<file path="config.mk">
export PLATFORM = sky130hd
export DESIGN_NAME = vtg_param
export DESIGN_NICKNAME = d
export VERILOG_FILES = /design/src/rtl/vtg_pkg.sv /design/src/rtl/vtg_cediv.sv /design/src/rtl/vtg_param.sv
export SDC_FILE = /design/constraint.sdc
export NUM_CORES = 1
export LEC_CHECK = 0
export ABC_AREA = 1
export CAP_MARGIN = 20
export CORE_ASPECT_RATIO = 1.75
export CORE_MARGIN = 2
export CORE_UTILIZATION = 44
export DETAILED_ROUTE_END_ITERATION = 10
export PLACE_DENSITY = 0.71
export SYNTH_ARGS = -nofsm -noshare
export SYNTH_HDL_FRONTEND = slang
export SYNTH_SLANG_ARGS = --single-unit
</file>
<file path="constraint.sdc">
create_clock -name clk -period 3.55 [get_ports clk]
set_input_delay 0.355 -clock clk [delete_from_list [all_inputs] [get_ports clk]]
set_output_delay 0.355 -clock clk [all_outputs]
set_load 0.005 [all_outputs]
</file>
<file path="src/rtl/vtg_pkg.sv">
// Shared constants for the video timing generator.
// Default widths plus NTSC 240p and PAL 288p timing sets.
package vtg_pkg;

  localparam int CW_DEF = 11;
  localparam int DW_DEF = 3;
  localparam int FW_DEF = 8;

  localparam int CE_DIV_DEF = 1;

  // NTSC 240p
  localparam int NTSC_H_TOTAL  = 637;
  localparam int NTSC_H_BLANK  = 529;
  localparam int NTSC_H_SYNC_S = 544;
  localparam int NTSC_H_SYNC_E = 590;
  localparam int NTSC_V_TOTAL  = 261;
  localparam int NTSC_V_BLANK  = 240;
  localparam int NTSC_V_SYNC_S = 245;
  localparam int NTSC_V_SYNC_E = 248;

  // PAL 288p
  localparam int PAL_H_TOTAL  = 637;
  localparam int PAL_H_BLANK  = 529;
  localparam int PAL_H_SYNC_S = 544;
  localparam int PAL_H_SYNC_E = 590;
  localparam int PAL_V_TOTAL  = 311;
  localparam int PAL_V_BLANK  = 288;
  localparam int PAL_V_SYNC_S = 304;
  localparam int PAL_V_SYNC_E = 308;

endpackage

</file>
<file path="src/rtl/vtg_cediv.sv">
// Pixel clock-enable divider: ce_pix once every div+1 clocks.
// Ports: clk, reset, restart (treat count as 0 now), div, ce_pix.
module vtg_cediv
  import vtg_pkg::*;
#(
  parameter int DW = DW_DEF
) (
  input  logic          clk,
  input  logic          reset,
  input  logic          restart,
  input  logic [DW-1:0] div,
  output logic          ce_pix
);

  logic [DW-1:0] cnt_q, cnt_d, cnt_cur;
  logic          ce_q, ce_d;

  // On restart the step is taken from a count of 0 so a
  // steady-state frame keeps its exact period.
  always_comb begin
    cnt_cur = restart ? '0 : cnt_q;
    ce_d    = (cnt_cur == div);
    cnt_d   = ce_d ? '0 : cnt_cur + DW'(1);
  end

  always_ff @(posedge clk or posedge reset) begin
    if (reset) begin
      cnt_q <= '0;
      ce_q  <= 1'b0;
    end else begin
      cnt_q <= cnt_d;
      ce_q  <= ce_d;
    end
  end

  assign ce_pix = ce_q;

endmodule

</file>
<file path="src/rtl/vtg_param.sv">
// Run-time programmable video timing generator.
// Ports: clk, reset, timing inputs, ce_div -> ce_pix, hc/vc, syncs, blanks, frame strobe/count.
module vtg_param
  import vtg_pkg::*;
#(
  parameter int CW         = CW_DEF,
  parameter int DW         = DW_DEF,
  parameter int FW         = FW_DEF,
  parameter int H_TOTAL_D  = NTSC_H_TOTAL,
  parameter int H_BLANK_D  = NTSC_H_BLANK,
  parameter int H_SYNC_S_D = NTSC_H_SYNC_S,
  parameter int H_SYNC_E_D = NTSC_H_SYNC_E,
  parameter int V_TOTAL_D  = NTSC_V_TOTAL,
  parameter int V_BLANK_D  = NTSC_V_BLANK,
  parameter int V_SYNC_S_D = NTSC_V_SYNC_S,
  parameter int V_SYNC_E_D = NTSC_V_SYNC_E,
  parameter int CE_DIV_D   = CE_DIV_DEF
) (
  input  logic          clk,
  input  logic          reset,
  input  logic [CW-1:0] h_total,
  input  logic [CW-1:0] h_blank,
  input  logic [CW-1:0] h_sync_s,
  input  logic [CW-1:0] h_sync_e,
  input  logic [CW-1:0] v_total,
  input  logic [CW-1:0] v_blank,
  input  logic [CW-1:0] v_sync_s,
  input  logic [CW-1:0] v_sync_e,
  input  logic [DW-1:0] ce_div,
  output logic          ce_pix,
  output logic [CW-1:0] hc,
  output logic [CW-1:0] vc,
  output logic          hblank,
  output logic          hsync,
  output logic          vblank,
  output logic          vsync,
  output logic          frame_start,
  output logic [FW-1:0] frame_cnt
);

  logic [CW-1:0] ht_q, hb_q, hss_q, hse_q;
  logic [CW-1:0] vt_q, vb_q, vss_q, vse_q;
  logic [CW-1:0] ht_d, hb_d, hss_d, hse_d;
  logic [CW-1:0] vt_d, vb_d, vss_d, vse_d;
  logic [DW-1:0] div_q, div_d, div_eff;
  logic [CW-1:0] hc_q, hc_d, vc_q, vc_d;
  logic          hblank_q, hblank_d, hsync_q, hsync_d;
  logic          vblank_q, vblank_d, vsync_q, vsync_d;
  logic          fs_q, fs_d;
  logic [FW-1:0] fcnt_q, fcnt_d;
  logic          ce, h_end, v_end, wrap;

  // The new divider takes effect on the wrap clock itself.
  assign div_eff = wrap ? ce_div : div_q;

  vtg_cediv #(.DW(DW)) u_cediv (
    .clk    (clk),
    .reset  (reset),
    .restart(wrap),
    .div    (div_eff),
    .ce_pix (ce)
  );

  always_comb begin
    h_end = (hc_q == ht_q);
    v_end = (vc_q == vt_q);
    wrap  = ce && h_end && v_end;

    ht_d  = ht_q;  hb_d  = hb_q;
    hss_d = hss_q; hse_d = hse_q;
    vt_d  = vt_q;  vb_d  = vb_q;
    vss_d = vss_q; vse_d = vse_q;
    div_d = div_q;
    if (wrap) begin
      ht_d  = h_total;  hb_d  = h_blank;
      hss_d = h_sync_s; hse_d = h_sync_e;
      vt_d  = v_total;  vb_d  = v_blank;
      vss_d = v_sync_s; vse_d = v_sync_e;
      div_d = ce_div;
    end

    hc_d = hc_q;
    vc_d = vc_q;
    if (ce) begin
      if (h_end) begin
        hc_d = '0;
        vc_d = v_end ? '0 : vc_q + CW'(1);
      end else begin
        hc_d = hc_q + CW'(1);
      end
    end

    hblank_d = (hc_q >= hb_q) || (hc_q > ht_q);
    hsync_d  = (hc_q >= hss_q) && (hc_q < hse_q);
    vblank_d = (vc_q >= vb_q);
    vsync_d  = (vc_q >= vss_q) && (vc_q < vse_q);

    fs_d   = wrap;
    fcnt_d = fcnt_q + FW'(wrap);
  end

  always_ff @(posedge clk or posedge reset) begin
    if (reset) begin
      ht_q     <= CW'(H_TOTAL_D);
      hb_q     <= CW'(H_BLANK_D);
      hss_q    <= CW'(H_SYNC_S_D);
      hse_q    <= CW'(H_SYNC_E_D);
      vt_q     <= CW'(V_TOTAL_D);
      vb_q     <= CW'(V_BLANK_D);
      vss_q    <= CW'(V_SYNC_S_D);
      vse_q    <= CW'(V_SYNC_E_D);
      div_q    <= DW'(CE_DIV_D);
      hc_q     <= '0;
      vc_q     <= '0;
      hblank_q <= 1'b0;
      hsync_q  <= 1'b0;
      vblank_q <= 1'b0;
      vsync_q  <= 1'b0;
      fs_q     <= 1'b0;
      fcnt_q   <= '0;
    end else begin
      ht_q     <= ht_d;
      hb_q     <= hb_d;
      hss_q    <= hss_d;
      hse_q    <= hse_d;
      vt_q     <= vt_d;
      vb_q     <= vb_d;
      vss_q    <= vss_d;
      vse_q    <= vse_d;
      div_q    <= div_d;
      hc_q     <= hc_d;
      vc_q     <= vc_d;
      hblank_q <= hblank_d;
      hsync_q  <= hsync_d;
      vblank_q <= vblank_d;
      vsync_q  <= vsync_d;
      fs_q     <= fs_d;
      fcnt_q   <= fcnt_d;
    end
  end

  assign ce_pix      = ce;
  assign hc          = hc_q;
  assign vc          = vc_q;
  assign hblank      = hblank_q;
  assign hsync       = hsync_q;
  assign vblank      = vblank_q;
  assign vsync       = vsync_q;
  assign frame_start = fs_q;
  assign frame_cnt   = fcnt_q;

endmodule

</file>
==> results by group <==
Clock tree
  – Clock Tree Root: clkbuf_16
  – Post-CTS Setup Repair Bufs: 0
  – Num Clock Sinks: between 100 and 150
  – CTS resizes: 0
  – Clock Tree Buf Depth: 2
  – Clk_lat worst skew: 0.42 ns
  – # H-tree levels: 4
  – CTS buffer count: 17
  – CTS Hold Buffers Added: 0
  – CTS tree: built
  – Clk pin slew, worst setup/hold paths: roughly 0.06 ns

Synthesis
  – Synth Instances: roughly 840
  – Yosys warning count: 0
  – Mapped Avg Cell Area: 8.59 sq um
  – Synth async-reset ratio: 100%
  – Yosys reg bits: 130
  – Share of the synthesized area in the top cell type: ~33%
  – Net Count, Synth: 1008
  – Leading area contributor after synthesis: dfrtp_1
  – Seq/Total Area, Yosys: a little under half
  – Synth unique cells: 40
  – Post-synthesis cell area: about 7000 sq um
  – EDFF count, synth: 0
  – Ranking of synthesized cells by area: dfrtp_1 33%, ha_1 14%, dfstp_2 13%
  – Most used DFF post-synth: dfrtp_1

Route
  – Antenna-violating nets left: 0
  – WL final: around 18 mm
  – DRC: 0
  – Vias: around 6100
  – Initial drt markers: ~180
  – Via-per-instance ratio: between 5 and 6
  – DR pass1 iterations: 4
  – Routed len/inst: ~15 um

Pwr
  – Pwr Density: between 300 and 400 nW/um^2
  – Sequential power share: between 40% and 50%
  – Switching power: just under 0.7 mW
  – Cell-internal power: 2.71 mW
  – Gate power share: 4.0%
  – Share of total power in the clock network: 52.4%
  – Maximum VDD drop: approximately 0.26 mV
  – Switching Fraction: between 20% and 30%
  – Lkg Pwr: about 4.7 nW

Final layout
  – Final antenna diode count: 0
  – Layout cells sized above 1: between 9 and 10%
  – Filler cell count in the final layout: ~1400
  – Area growth, synth to finish: 29.1%
  – Nets@finish: between 1000 and 1500
  – Finished Cell Area: between 9000 and 10000 sq um

Floorplan
  – Die height: ~170 um
  – I/O Pins: between 100 and 150
  – DIE WIDTH: ~100 um
  – Starting density of the core: between 40% and 50%
  – Die footprint: between 15000 and 20000 sq um
  – Core Area: approximately 16000 sq um
  – Row cnt: 61

Setup path
  – Worst Path Required: 3.81 ns
  – Setup CP Type: register to register
  – Crit-path max FO: between 70 and 80
  – Crit path DAT: around 3.2 ns
  – Critical path endpoint category: register
  – CP Launch Type: register

Timing
  – RSZ-0062 raised after global routing: false
  – Worst slew pin tran: 0.700 ns
  – Final hold slack: around 0.38 ns
  – Final setup TNS: 0 ns
  – Worst slew margin: between 50% and 60%
  – Final Critical Period: about 2.9 ns
  – Fin. Hold Viols: 0
  – Setup Skew: 0.00997 ns
  – Max Fclk: between 0.3 and 0.4 GHz
  – Final Setup Violations: 0
  – Slew Viols, Final: 0
  – Period utilisation layout: roughly four fifths
  – Final worst slack: roughly 0.66 ns

Min path
  – HP Class: input pin to async pin

Run status
  – Status: finished clean

Global route
  – Overflow after GRT: 0
  – Vias in the first global route: 6058
  – First-pass GRT wire length: 29.0 mm
  – Pin count of the biggest net entering global routing: 88
  – GRT Total Usage: between 20% and 30%
  – Initial antenna violation count: 0

Place
  – Gpl congestion: about 0.85
  – Pre-CTS setup slack: between 0.6 and 0.7 ns
  – Number of port buffers: roughly 130
  – Placed Area: approximately 8700 sq um
  – Hpwl dp: between 10 and 15 mm

Run
  – Max cap viols: 0
==> cells in the final DEF (no fill, tap or decap), types with 4 or more instances in the layout <==
cell             synthesis  routed
inv_2                    6       5
dfrtp_1                 94      94
buf_4                   10      11
nand4_1                 10      10
nand2_1                211     211
inv_1                  112     111
o21ai_1                 47      47
nor3_1                   8       8
ha_1                    79      79
o21ai_0                 50      50
a21oi_1                 43      43
xnor2_1                  7       7
clkbuf_16                0      17
clkinv_2                 0       4
clkdlybuf4s50_1          0     128
nor2_1                  42      42
nor2_2                   6       6
xor2_1                   5       5
dfstp_2                 36      36
nand3_1                 28      28
==> layer usage <==
metal / GRT usage, % / share of wire, % / vias to the layer above
li1: - / - / 3012
met5: 0 / 0 / -
met1: 23.2 / 38 / 2871
met2: 38.4 / 54 / 151
met4: 10.4 / 4.0 / 0
met3: 4.20 / 3.5 / 40
==> final timing paths <==
path / start / endpoint / slack [ns] / depth (start not counted)
hold reg to reg: frame_cnt[7]$_DFF_PP0_ / frame_cnt[7]$_DFF_PP0_ / 0.47 / 1
hold / removal: reset / vb_q[9]$_DFFE_PP0P_ / 0.38 / 2
setup / recovery: hc[5]$_DFFE_PP0P_ / vse_q[8]$_DFFE_PP0P_ / 0.66 / 9
max in group asynchronous: reset / vss_q[0]$_DFFE_PP1P_ / 2.20 / 3
min in group clk: v_sync_e[4] / vse_q[4]$_DFFE_PP1P_ / 0.45 / 3
setup reg to reg: hc[5]$_DFFE_PP0P_ / vse_q[8]$_DFFE_PP0P_ / 0.66 / 9
==> critical path, stage by stage (launching register included) <==
cell and delay, ns:
dfrtp_1 0.56, ha_1 0.38, nand2_1 0.11, nor2_2 0.14, nand3_2 0.16, nor2_4 0.15
nand3_4 0.30, inv_4 0.16, buf_4 0.58, o21ai_0 0.18
==> registers in the layout, indices dropped and copies added, names as in the netlist, 3 cells and up <==
| name | count |
|---|---|
| vss_q | 11 |
| div_q | 3 |
| vb_q | 11 |
| hb_q | 11 |
| vc | 11 |
| u_cediv.cnt_q | 3 |
| vt_q | 11 |
| frame_cnt | 8 |
| hss_q | 11 |
| hc | 11 |
| ht_q | 11 |
| vse_q | 11 |
| hse_q | 11 |
==> synth_stat cells (all sizes together) (2+ instances only) <==
master,number
dfstp,36
o22ai,2
nor2,50
o21ai,97
xor2,5
nor3b,3
xnor2,7
a21oi,43
dfrtp,94
inv,118
nand3,31
a21o,3
o21a,2
nand2,211
ha,79
a21boi,2
nor3,8
o2111ai,3
and2,3
clkbuf,2
buf,19
a31oi,2
nand4,10
==> power by group through the flow <==
| stage | Sequential (mW) | Combinational [mW] | Clock, mW |
|---|---|---|---|
| after CTS | 1.48 | 0.141 | 1.81 |
| after detailed placement | 1.51 | 0.140 | 0 |
| after floorplan | 1.51 | 0.0221 | 0 |
| final | 1.48 | 0.137 | 1.79 |
| after global placement | 1.51 | 0.141 | 0 |
| after global routing | 1.48 | 0.150 | 1.87 |
==> cell families after synthesis <==
kind of cell,share of synthesized area [%]
adders and majority gates,13.8
DFF,45.9
AOI/OAI and AO/OA,11.7
buffers and inverters,8.38
and+or+nand+nor,18.7
xor gates and xnor gates,1.46
==> cell type report <==
type	count	area (sq um)	area share, %
Clock buffer	22	464	5.01
Clock inverter	10	134	1.45
Inverter	118	449	4.85
Multi-Input combinational cell	567	3280	35.4
Sequential cell	130	3300	35.6
Tap cell	189	236	2.55
Timing Repair Buffer	141	1400	15.2
==> per-stage QoR <==
| stage | utilization (%) | cells | power [mW] |
|---|---|---|---|
| after floorplan | - | 836 | 1.53 |
| after CTS | 58.1 | 1177 | 3.44 |
| after detailed placement | 54.3 | 1145 | 1.65 |
| final | 58.1 | 1177 | 3.41 |
| after global routing | 58.1 | 1177 | 3.51 |
| after global placement | 54.3 | 1145 | 1.65 |
No activity file was read; power rests on OpenSTA's default activity.
